--- config.mk ---
export PLATFORM = sky130hd
export DESIGN_NAME = mdu_ctrl_flat
export DESIGN_NICKNAME = d
export VERILOG_FILES = /design/src/rtl/mdu_ctrl_pkg.sv /design/src/rtl/mdu_ctrl_if.sv /design/src/rtl/mdu_div_iter.sv /design/src/rtl/mdu_ctrl.sv /design/src/flat_wrapper.sv
export SDC_FILE = /design/constraint.sdc
export NUM_CORES = 2
export LEC_CHECK = 0
export CAP_MARGIN = 20
export CELL_PAD_IN_SITES_DETAIL_PLACEMENT = 0
export CELL_PAD_IN_SITES_GLOBAL_PLACEMENT = 1
export CORE_ASPECT_RATIO = 0.9
export CORE_MARGIN = 1
export CORE_UTILIZATION = 51
export CTS_CLUSTER_DIAMETER = 150
export DETAILED_ROUTE_END_ITERATION = 16
export PLACE_DENSITY = 0.92
export SLEW_MARGIN = 15
export SYNTH_ARGS = -nofsm -noshare
export SYNTH_HDL_FRONTEND = slang
export SYNTH_SLANG_ARGS = --single-unit
--- constraint.sdc ---
create_clock -name clk -period 13 [get_ports clk]
set_clock_uncertainty 0.2 [all_clocks]
set_input_delay 2.6 -clock clk [delete_from_list [all_inputs] [get_ports clk]]
set_output_delay 2.6 -clock clk [all_outputs]
set_load 0.01 [all_outputs]
--- src/rtl/mdu_ctrl_pkg.sv ---
// Shared encodings for the multiply/divide controller: op codes, FSM states,
// the default divider width and a small absolute-value helper.
package mdu_ctrl_pkg;

  localparam logic [1:0] MDU_MULT  = 2'b00;
  localparam logic [1:0] MDU_MULTU = 2'b01;
  localparam logic [1:0] MDU_DIV   = 2'b10;
  localparam logic [1:0] MDU_DIVU  = 2'b11;

  localparam int DIV_ITERS_DEF = 32;

  typedef enum logic [2:0] {
    S_IDLE = 3'd0,
    S_MUL  = 3'd1,
    S_DIV  = 3'd2,
    S_FIX  = 3'd3,
    S_DONE = 3'd4
  } mdu_state_t;

  // Magnitude of a two's-complement value; 0x80000000 maps to itself,
  // which is the correct unsigned magnitude.
  function automatic logic [31:0] abs32(input logic [31:0] v, input logic en);
    return (en && v[31]) ? (~v + 32'd1) : v;
  endfunction

endpackage

--- src/rtl/mdu_ctrl_if.sv ---
// EX-stage <-> multiply/divide unit signal bundle, plus HI/LO write-back
// port from WB and a debug view of the controller state.
interface mdu_ctrl_if;
  import mdu_ctrl_pkg::*;

  // start_i is a level request held while the instruction sits in EX; the
  // unit owns EX while stall_o is high and releases it in the done_o cycle.
  logic        start_i;
  logic [1:0]  op_i;
  logic [31:0] a_i;
  logic [31:0] b_i;
  logic        flush_i;
  logic [1:0]  hilo_we_i;
  logic [31:0] hilo_wdata_i;
  logic        stall_o;
  logic        done_o;
  logic        div_by_zero_o;
  logic [31:0] hi_o;
  logic [31:0] lo_o;
  mdu_state_t  state_dbg;

  modport master (
    output start_i, op_i, a_i, b_i, flush_i, hilo_we_i, hilo_wdata_i,
    input  stall_o, done_o, div_by_zero_o, hi_o, lo_o, state_dbg
  );

  modport slave (
    input  start_i, op_i, a_i, b_i, flush_i, hilo_we_i, hilo_wdata_i,
    output stall_o, done_o, div_by_zero_o, hi_o, lo_o, state_dbg
  );

endinterface

--- src/rtl/mdu_div_iter.sv ---
// Restoring divider datapath: one quotient bit per step on unsigned
// magnitudes. The quotient register doubles as the dividend shift register.
module mdu_div_iter #(
  parameter int W = 32
) (
  input  logic         clk,
  input  logic         rst,
  input  logic         load_i,
  input  logic         step_i,
  input  logic         flush_i,
  input  logic [W-1:0] dividend_i,
  input  logic [W-1:0] divisor_i,
  output logic [W-1:0] quo_o,
  output logic [W-1:0] rem_o
);

  logic [W-1:0] quo_q, rem_q, dvs_q;
  logic [W-1:0] quo_d, rem_d;
  logic [W:0]   trial;
  logic         ge;

  always_comb begin
    trial = {rem_q, quo_q[W-1]};
    ge    = (trial >= {1'b0, dvs_q});
    // The difference is below the divisor, so the low W bits are exact.
    rem_d = ge ? (trial[W-1:0] - dvs_q) : trial[W-1:0];
    quo_d = {quo_q[W-2:0], ge};
  end

  always_ff @(posedge clk or posedge rst) begin
    if (rst) begin
      quo_q <= '0;
      rem_q <= '0;
      dvs_q <= '0;
    end else if (flush_i) begin
      quo_q <= '0;
      rem_q <= '0;
      dvs_q <= '0;
    end else if (load_i) begin
      quo_q <= dividend_i;
      rem_q <= '0;
      dvs_q <= divisor_i;
    end else if (step_i) begin
      quo_q <= quo_d;
      rem_q <= rem_d;
    end
  end

  assign quo_o = quo_q;
  assign rem_o = rem_q;

endmodule

--- src/rtl/mdu_ctrl.sv ---
// Multiply/divide controller for EX: sequences MULT/MULTU and DIV/DIVU,
// owns HI/LO, and stalls the front of the pipeline while busy.
module mdu_ctrl
  import mdu_ctrl_pkg::*;
#(
  parameter int MULT_CYCLES = 2,
  parameter int DIV_ITERS   = DIV_ITERS_DEF
) (
  input logic       clk,
  input logic       rst,
  mdu_ctrl_if.slave bus
);

  mdu_state_t  state_q;
  logic [7:0]  cnt_q;
  logic [31:0] a_q, b_q, hi_q, lo_q;
  logic        signed_q, sa_q, sb_q, done_q, dz_q;

  logic        accept, is_div, op_signed, b_zero;
  logic [31:0] abs_a, abs_b, quo, rem, fix_hi_d, fix_lo_d;
  logic [63:0] ext_a, ext_b, prod_d;

  always_comb begin
    is_div    = (bus.op_i == MDU_DIV) || (bus.op_i == MDU_DIVU);
    op_signed = (bus.op_i == MDU_MULT) || (bus.op_i == MDU_DIV);
    b_zero    = (bus.b_i == 32'd0);
    accept    = (state_q == S_IDLE) && bus.start_i && !bus.flush_i;
    abs_a     = abs32(bus.a_i, op_signed);
    abs_b     = abs32(bus.b_i, op_signed);
  end

  // Sign/zero extension to 64 bits makes one truncated multiply serve both.
  always_comb begin
    ext_a  = signed_q ? {{32{a_q[31]}}, a_q} : {32'd0, a_q};
    ext_b  = signed_q ? {{32{b_q[31]}}, b_q} : {32'd0, b_q};
    prod_d = ext_a * ext_b;
  end

  always_comb begin
    fix_lo_d = (sa_q ^ sb_q) ? (~quo + 32'd1) : quo;
    fix_hi_d = sa_q ? (~rem + 32'd1) : rem;
  end

  mdu_div_iter #(.W(DIV_ITERS)) u_div (
    .clk        (clk),
    .rst        (rst),
    .load_i     (accept && is_div && !b_zero),
    .step_i     ((state_q == S_DIV) && !bus.flush_i),
    .flush_i    (bus.flush_i),
    .dividend_i (abs_a),
    .divisor_i  (abs_b),
    .quo_o      (quo),
    .rem_o      (rem)
  );

  always_ff @(posedge clk or posedge rst) begin
    if (rst) begin
      state_q  <= S_IDLE;
      cnt_q    <= '0;
      a_q      <= '0;
      b_q      <= '0;
      signed_q <= 1'b0;
      sa_q     <= 1'b0;
      sb_q     <= 1'b0;
      hi_q     <= '0;
      lo_q     <= '0;
      done_q   <= 1'b0;
      dz_q     <= 1'b0;
    end else begin
      done_q <= 1'b0;
      dz_q   <= 1'b0;
      // WB writes land first so a same-edge unit result overrides them.
      if (bus.hilo_we_i[1]) hi_q <= bus.hilo_wdata_i;
      if (bus.hilo_we_i[0]) lo_q <= bus.hilo_wdata_i;
      if (bus.flush_i) begin
        state_q <= S_IDLE;
      end else begin
        case (state_q)
          S_IDLE: if (bus.start_i) begin
            cnt_q    <= '0;
            signed_q <= op_signed;
            if (is_div) begin
              a_q  <= abs_a;
              b_q  <= abs_b;
              sa_q <= op_signed & bus.a_i[31];
              sb_q <= op_signed & bus.b_i[31];
              if (b_zero) begin
                state_q <= S_DONE;
                done_q  <= 1'b1;
                dz_q    <= 1'b1;
              end else begin
                state_q <= S_DIV;
              end
            end else begin
              a_q     <= bus.a_i;
              b_q     <= bus.b_i;
              sa_q    <= 1'b0;
              sb_q    <= 1'b0;
              state_q <= S_MUL;
            end
          end
          S_MUL: begin
            cnt_q <= cnt_q + 8'd1;
            if (cnt_q == 8'(MULT_CYCLES - 1)) begin
              {hi_q, lo_q} <= prod_d;
              state_q      <= S_DONE;
              done_q       <= 1'b1;
            end
          end
          S_DIV: begin
            cnt_q <= cnt_q + 8'd1;
            if (cnt_q == 8'(DIV_ITERS - 1)) state_q <= S_FIX;
          end
          S_FIX: begin
            hi_q    <= fix_hi_d;
            lo_q    <= fix_lo_d;
            state_q <= S_DONE;
            done_q  <= 1'b1;
          end
          S_DONE:  state_q <= S_IDLE;
          default: state_q <= S_IDLE;
        endcase
      end
    end
  end

  assign bus.stall_o       = accept || (state_q == S_MUL) || (state_q == S_DIV) ||
                             (state_q == S_FIX);
  assign bus.done_o        = done_q;
  assign bus.div_by_zero_o = dz_q;
  assign bus.hi_o          = hi_q;
  assign bus.lo_o          = lo_q;
  assign bus.state_dbg     = state_q;

endmodule
--- src/flat_wrapper.sv ---
// flat-port wrapper written by rule: the top's interface ports become plain ports
module mdu_ctrl_flat import mdu_ctrl_pkg::*;
#(
  parameter int MULT_CYCLES = 2,
  parameter int DIV_ITERS   = DIV_ITERS_DEF
)
  (clk, rst, bus_start_i, bus_op_i, bus_a_i, bus_b_i, bus_flush_i, bus_hilo_we_i, bus_hilo_wdata_i, bus_stall_o, bus_done_o, bus_div_by_zero_o, bus_hi_o, bus_lo_o, bus_state_dbg);
  mdu_ctrl_if bus_i ();
  input logic clk;
  input logic rst;
  input wire logic [$bits(bus_i.start_i)-1:0] bus_start_i;
  input wire logic [$bits(bus_i.op_i)-1:0] bus_op_i;
  input wire logic [$bits(bus_i.a_i)-1:0] bus_a_i;
  input wire logic [$bits(bus_i.b_i)-1:0] bus_b_i;
  input wire logic [$bits(bus_i.flush_i)-1:0] bus_flush_i;
  input wire logic [$bits(bus_i.hilo_we_i)-1:0] bus_hilo_we_i;
  input wire logic [$bits(bus_i.hilo_wdata_i)-1:0] bus_hilo_wdata_i;
  output wire logic [$bits(bus_i.stall_o)-1:0] bus_stall_o;
  output wire logic [$bits(bus_i.done_o)-1:0] bus_done_o;
  output wire logic [$bits(bus_i.div_by_zero_o)-1:0] bus_div_by_zero_o;
  output wire logic [$bits(bus_i.hi_o)-1:0] bus_hi_o;
  output wire logic [$bits(bus_i.lo_o)-1:0] bus_lo_o;
  output wire logic [$bits(bus_i.state_dbg)-1:0] bus_state_dbg;
  assign bus_i.start_i = bus_start_i;
  assign bus_i.op_i = bus_op_i;
  assign bus_i.a_i = bus_a_i;
  assign bus_i.b_i = bus_b_i;
  assign bus_i.flush_i = bus_flush_i;
  assign bus_i.hilo_we_i = bus_hilo_we_i;
  assign bus_i.hilo_wdata_i = bus_hilo_wdata_i;
  assign bus_stall_o = bus_i.stall_o;
  assign bus_done_o = bus_i.done_o;
  assign bus_div_by_zero_o = bus_i.div_by_zero_o;
  assign bus_hi_o = bus_i.hi_o;
  assign bus_lo_o = bus_i.lo_o;
  assign bus_state_dbg = bus_i.state_dbg;
  mdu_ctrl #(.MULT_CYCLES(MULT_CYCLES), .DIV_ITERS(DIV_ITERS)) u_core (.clk(clk), .rst(rst), .bus(bus_i));
endmodule
==> flow_summary.ini <==
[timing]
fin_hold_ws_ns = 0.2795
slew_headroom = 0.2099
finalSetupViolations = 0
hold_violations = 0
setup_tns_ns = 0
tightest_slew_ns = 1.155
fmax_ghz = 0.09312
rsz0062_at_grt = no
post-route-period-util = 0.8260
period_needed_ns = 10.74
slew_viol_final = 0

[hold_path]
hold_path_class = flip-flop to flip-flop
min_path_cells = 2
holdCritStartpoint = u_core.a_q[21]$_DFFE_PP0P_
min_to = u_core.a_q[21]$_DFFE_PP0P_

[grt]
antenna_found_initial = 10
grt_use_total = 0.3254
grt_max_degree = 110
grt.overflow.total = 0
grt_pass1_vias = 51440
grt_pass1_wl_mm = 312.8

[logic_synthesis]
synthesis.nets = 8892
synth_fa_ha_area_frac = 0.5134
synth_xor_area_frac = 0.04414
synthSimpleGateAreaFrac = 0.1454
synth_sequential_area_ratio = 0.09401
yosysWarnings = 0
synth_area_sq_mm = 0.06389
synthCells = 7022
synth_top_family_by_area = adder cells
async_flop_share = 1.000
ys_types = 80
synth-edff-count = 0
synth_compound_area_frac = 0.07352
synthFlopType = dfrtp_1
syn_avg_cell_area_sq_um = 9.098
ys_ff_latch = 240
synthMuxAreaShare = 0.01457

[floorplan]
die_width_um = 375.1
rows = 122
start_util = 0.5167
fp.dieH_um = 337.8
core_area_sq_mm = 0.1236
io_pins = 174
dieArea_sq_mm = 0.1267

[critical_path]
path_buf_inv = 8
cp_num_cells = 31
end_kind = flip-flop
crit_type = flip-flop to flip-flop
reg2reg_from = u_core.a_q[31]$_DFFE_PP0P_
cp-start-kind = flip-flop
rr_worst_depth = 31
cp.arrival_ns = 11.04
path_delay_family = adder cells
cp_slowest_cell = fa_1
reg2reg_setup_slack_ns = 2.26
required_ns = 13.30
crit_top_cell = fa_1
timing.rr.end = u_core.bus.hi_o[31]$_DFF_PP0_
cp_max_fo = 24
crit_path_max_incr_delay_ns = 0.92

[detailed_routing]
wirelength_mm = 198.3
maxUsedRoutingLayer = met5
viasPerCell = 5.658
drt-met1-wl_mm = 84.96
dr_wl_met3_mm = 20.07
drc = 0
wl_met2_mm = 86.03
drt-initial-drc-count = 4655
detail_route.wl_per_cell_um = 23.03
drtPass1Iterations = 8
num_vias = 48700
antenna_left = 0

[outcome]
status = finished, final reports clean

[clock_tree]
htree_levels = 1
cts_root_buf = clkbuf_16
cts_tree = built
path_clk_slew_ns = 0.06
clk_latency_ns = 0.62
cts_sinks = 240
cts_buffers = 31
cts_setup_buffers = 0
hold_buffers = 0
clk_path_buf_depth = 3
cts_resized = 0

[finish]
drive_above_1_share = 0.03204
final_common_cell = inv_1
multiInputGateArea_sq_mm = 0.05060
final_util = 0.5512
mostFrequentLayoutCells = inv_1, fa_1, nand2_1, and2_1, ha_1
syn_to_final_growth_pct = 6.673
nFillCells = 11160
regArea_sq_mm = 0.006008
nets = 8837

[place]
dpl.hpwl_mm = 163.9
gp_congestion = 0.9952
io_buffers = 173

[flow_run]
max_cap_viol_count = 0
[cells by family (layout without fill, tap and decap cells)]
kind of cell    count (synthesis)  after routing
mux                            91             91
compound gates                752            752
xor+xnor                      322            322
simple gates                 1894           1894
buf+inv                      1953           1922
flops                         240            240
other cells                     0              5
fa+ha+maj                    1770           1770
[state kept, by name (all words and copies together) (netlist names), 3 cells and up]
| register | cells |
|---|---|
| u_core.u_div.dvs_q | 32 |
| u_core.u_div.rem_o | 32 |
| u_core.a_q | 32 |
| u_core.bus.hi_o | 32 |
| u_core.cnt_q | 8 |
| u_core.bus.state_dbg | 3 |
| u_core.b_q | 32 |
| u_core.bus.lo_o | 32 |
| u_core.u_div.quo_o | 32 |
[metal layers]
| layer | global-route usage | vias to the layer above |
|---|---|---|
| met1 | 0.4783 | 24960 |
| met5 | 0 | - |
| met2 | 0.4922 | 2432 |
| met4 | 0.09614 | 8 |
| li1 | - | 20950 |
| met3 | 0.05967 | 348 |
[worst max-delay path by stage]
stage | start | endpoint | slack, ns
after floorplan | rst | u_core.a_q[0]$_DFFE_PP0P_ | 3.61
after global placement | u_core.a_q[31]$_DFFE_PP0P_ | u_core.bus.hi_o[31]$_DFF_PP0_ | 2.47
after detailed placement | u_core.a_q[31]$_DFFE_PP0P_ | u_core.bus.hi_o[31]$_DFF_PP0_ | 2.44
after CTS | u_core.a_q[31]$_DFFE_PP0P_ | u_core.bus.hi_o[31]$_DFF_PP0_ | 2.41
after global routing | u_core.a_q[31]$_DFFE_PP0P_ | u_core.bus.hi_o[31]$_DFF_PP0_ | 1.76
final | u_core.a_q[31]$_DFFE_PP0P_ | u_core.bus.hi_o[31]$_DFF_PP0_ | 2.26
[final cells by class]
cell class,count,share of cell area
timing repair buffer,277,0.03668
clock buffer,43,0.01322
clock inverter,14,0.002111
multi-input combinational,4829,0.7425
sequential,240,0.08816
tap,1612,0.02960
inverter,1588,0.08758
antenna,5,0.0001836
[worst register-to-register path: cells and delay by family, from the launching register on]
family / cells / cell delay [ns]
AO/OA/AOI/OAI: 6 / 2.03
adder cells (fa/ha/maj): 11 / 6.16
buffers and inverters: 8 / 1.05
multiplexers: 1 / 0.25
AND/OR/NAND/NOR: 5 / 0.59
flip-flops: 1 / 0.38
[cells in the mapped netlist, types with 43 or more instances]
cell type | n | share of area
a21oi_1 | 194 | 0.015
dfrtp_1 | 240 | 0.094
o31ai_1 | 43 | 0.0051
fa_1 | 1420 | 0.44
xor2_1 | 126 | 0.017
clkbuf_1 | 345 | 0.020
nand2_1 | 833 | 0.049
mux2i_1 | 75 | 0.012
nor2_1 | 198 | 0.012
inv_1 | 1588 | 0.093
a21o_1 | 56 | 0.0066
and2_1 | 589 | 0.058
xnor2_1 | 196 | 0.027
ha_1 | 346 | 0.068
o21ai_0 | 216 | 0.017
[through the flow]
step           setup slack [ns]  area (sq um)  std cells
4_1_cts                   2.415         68140       8603
6_report                  2.262         68150       8608
3_3_place_gp              2.475         67080       8545
5_1_grt                   1.759         68140       8605
3_5_place_dp              2.437         67090       8546
2_1_floorplan             3.612         63890       7022
Power is left out: the tool's default activity adds up to more than one toggle a clock period on the data nets, which glitch-free logic cannot reach.
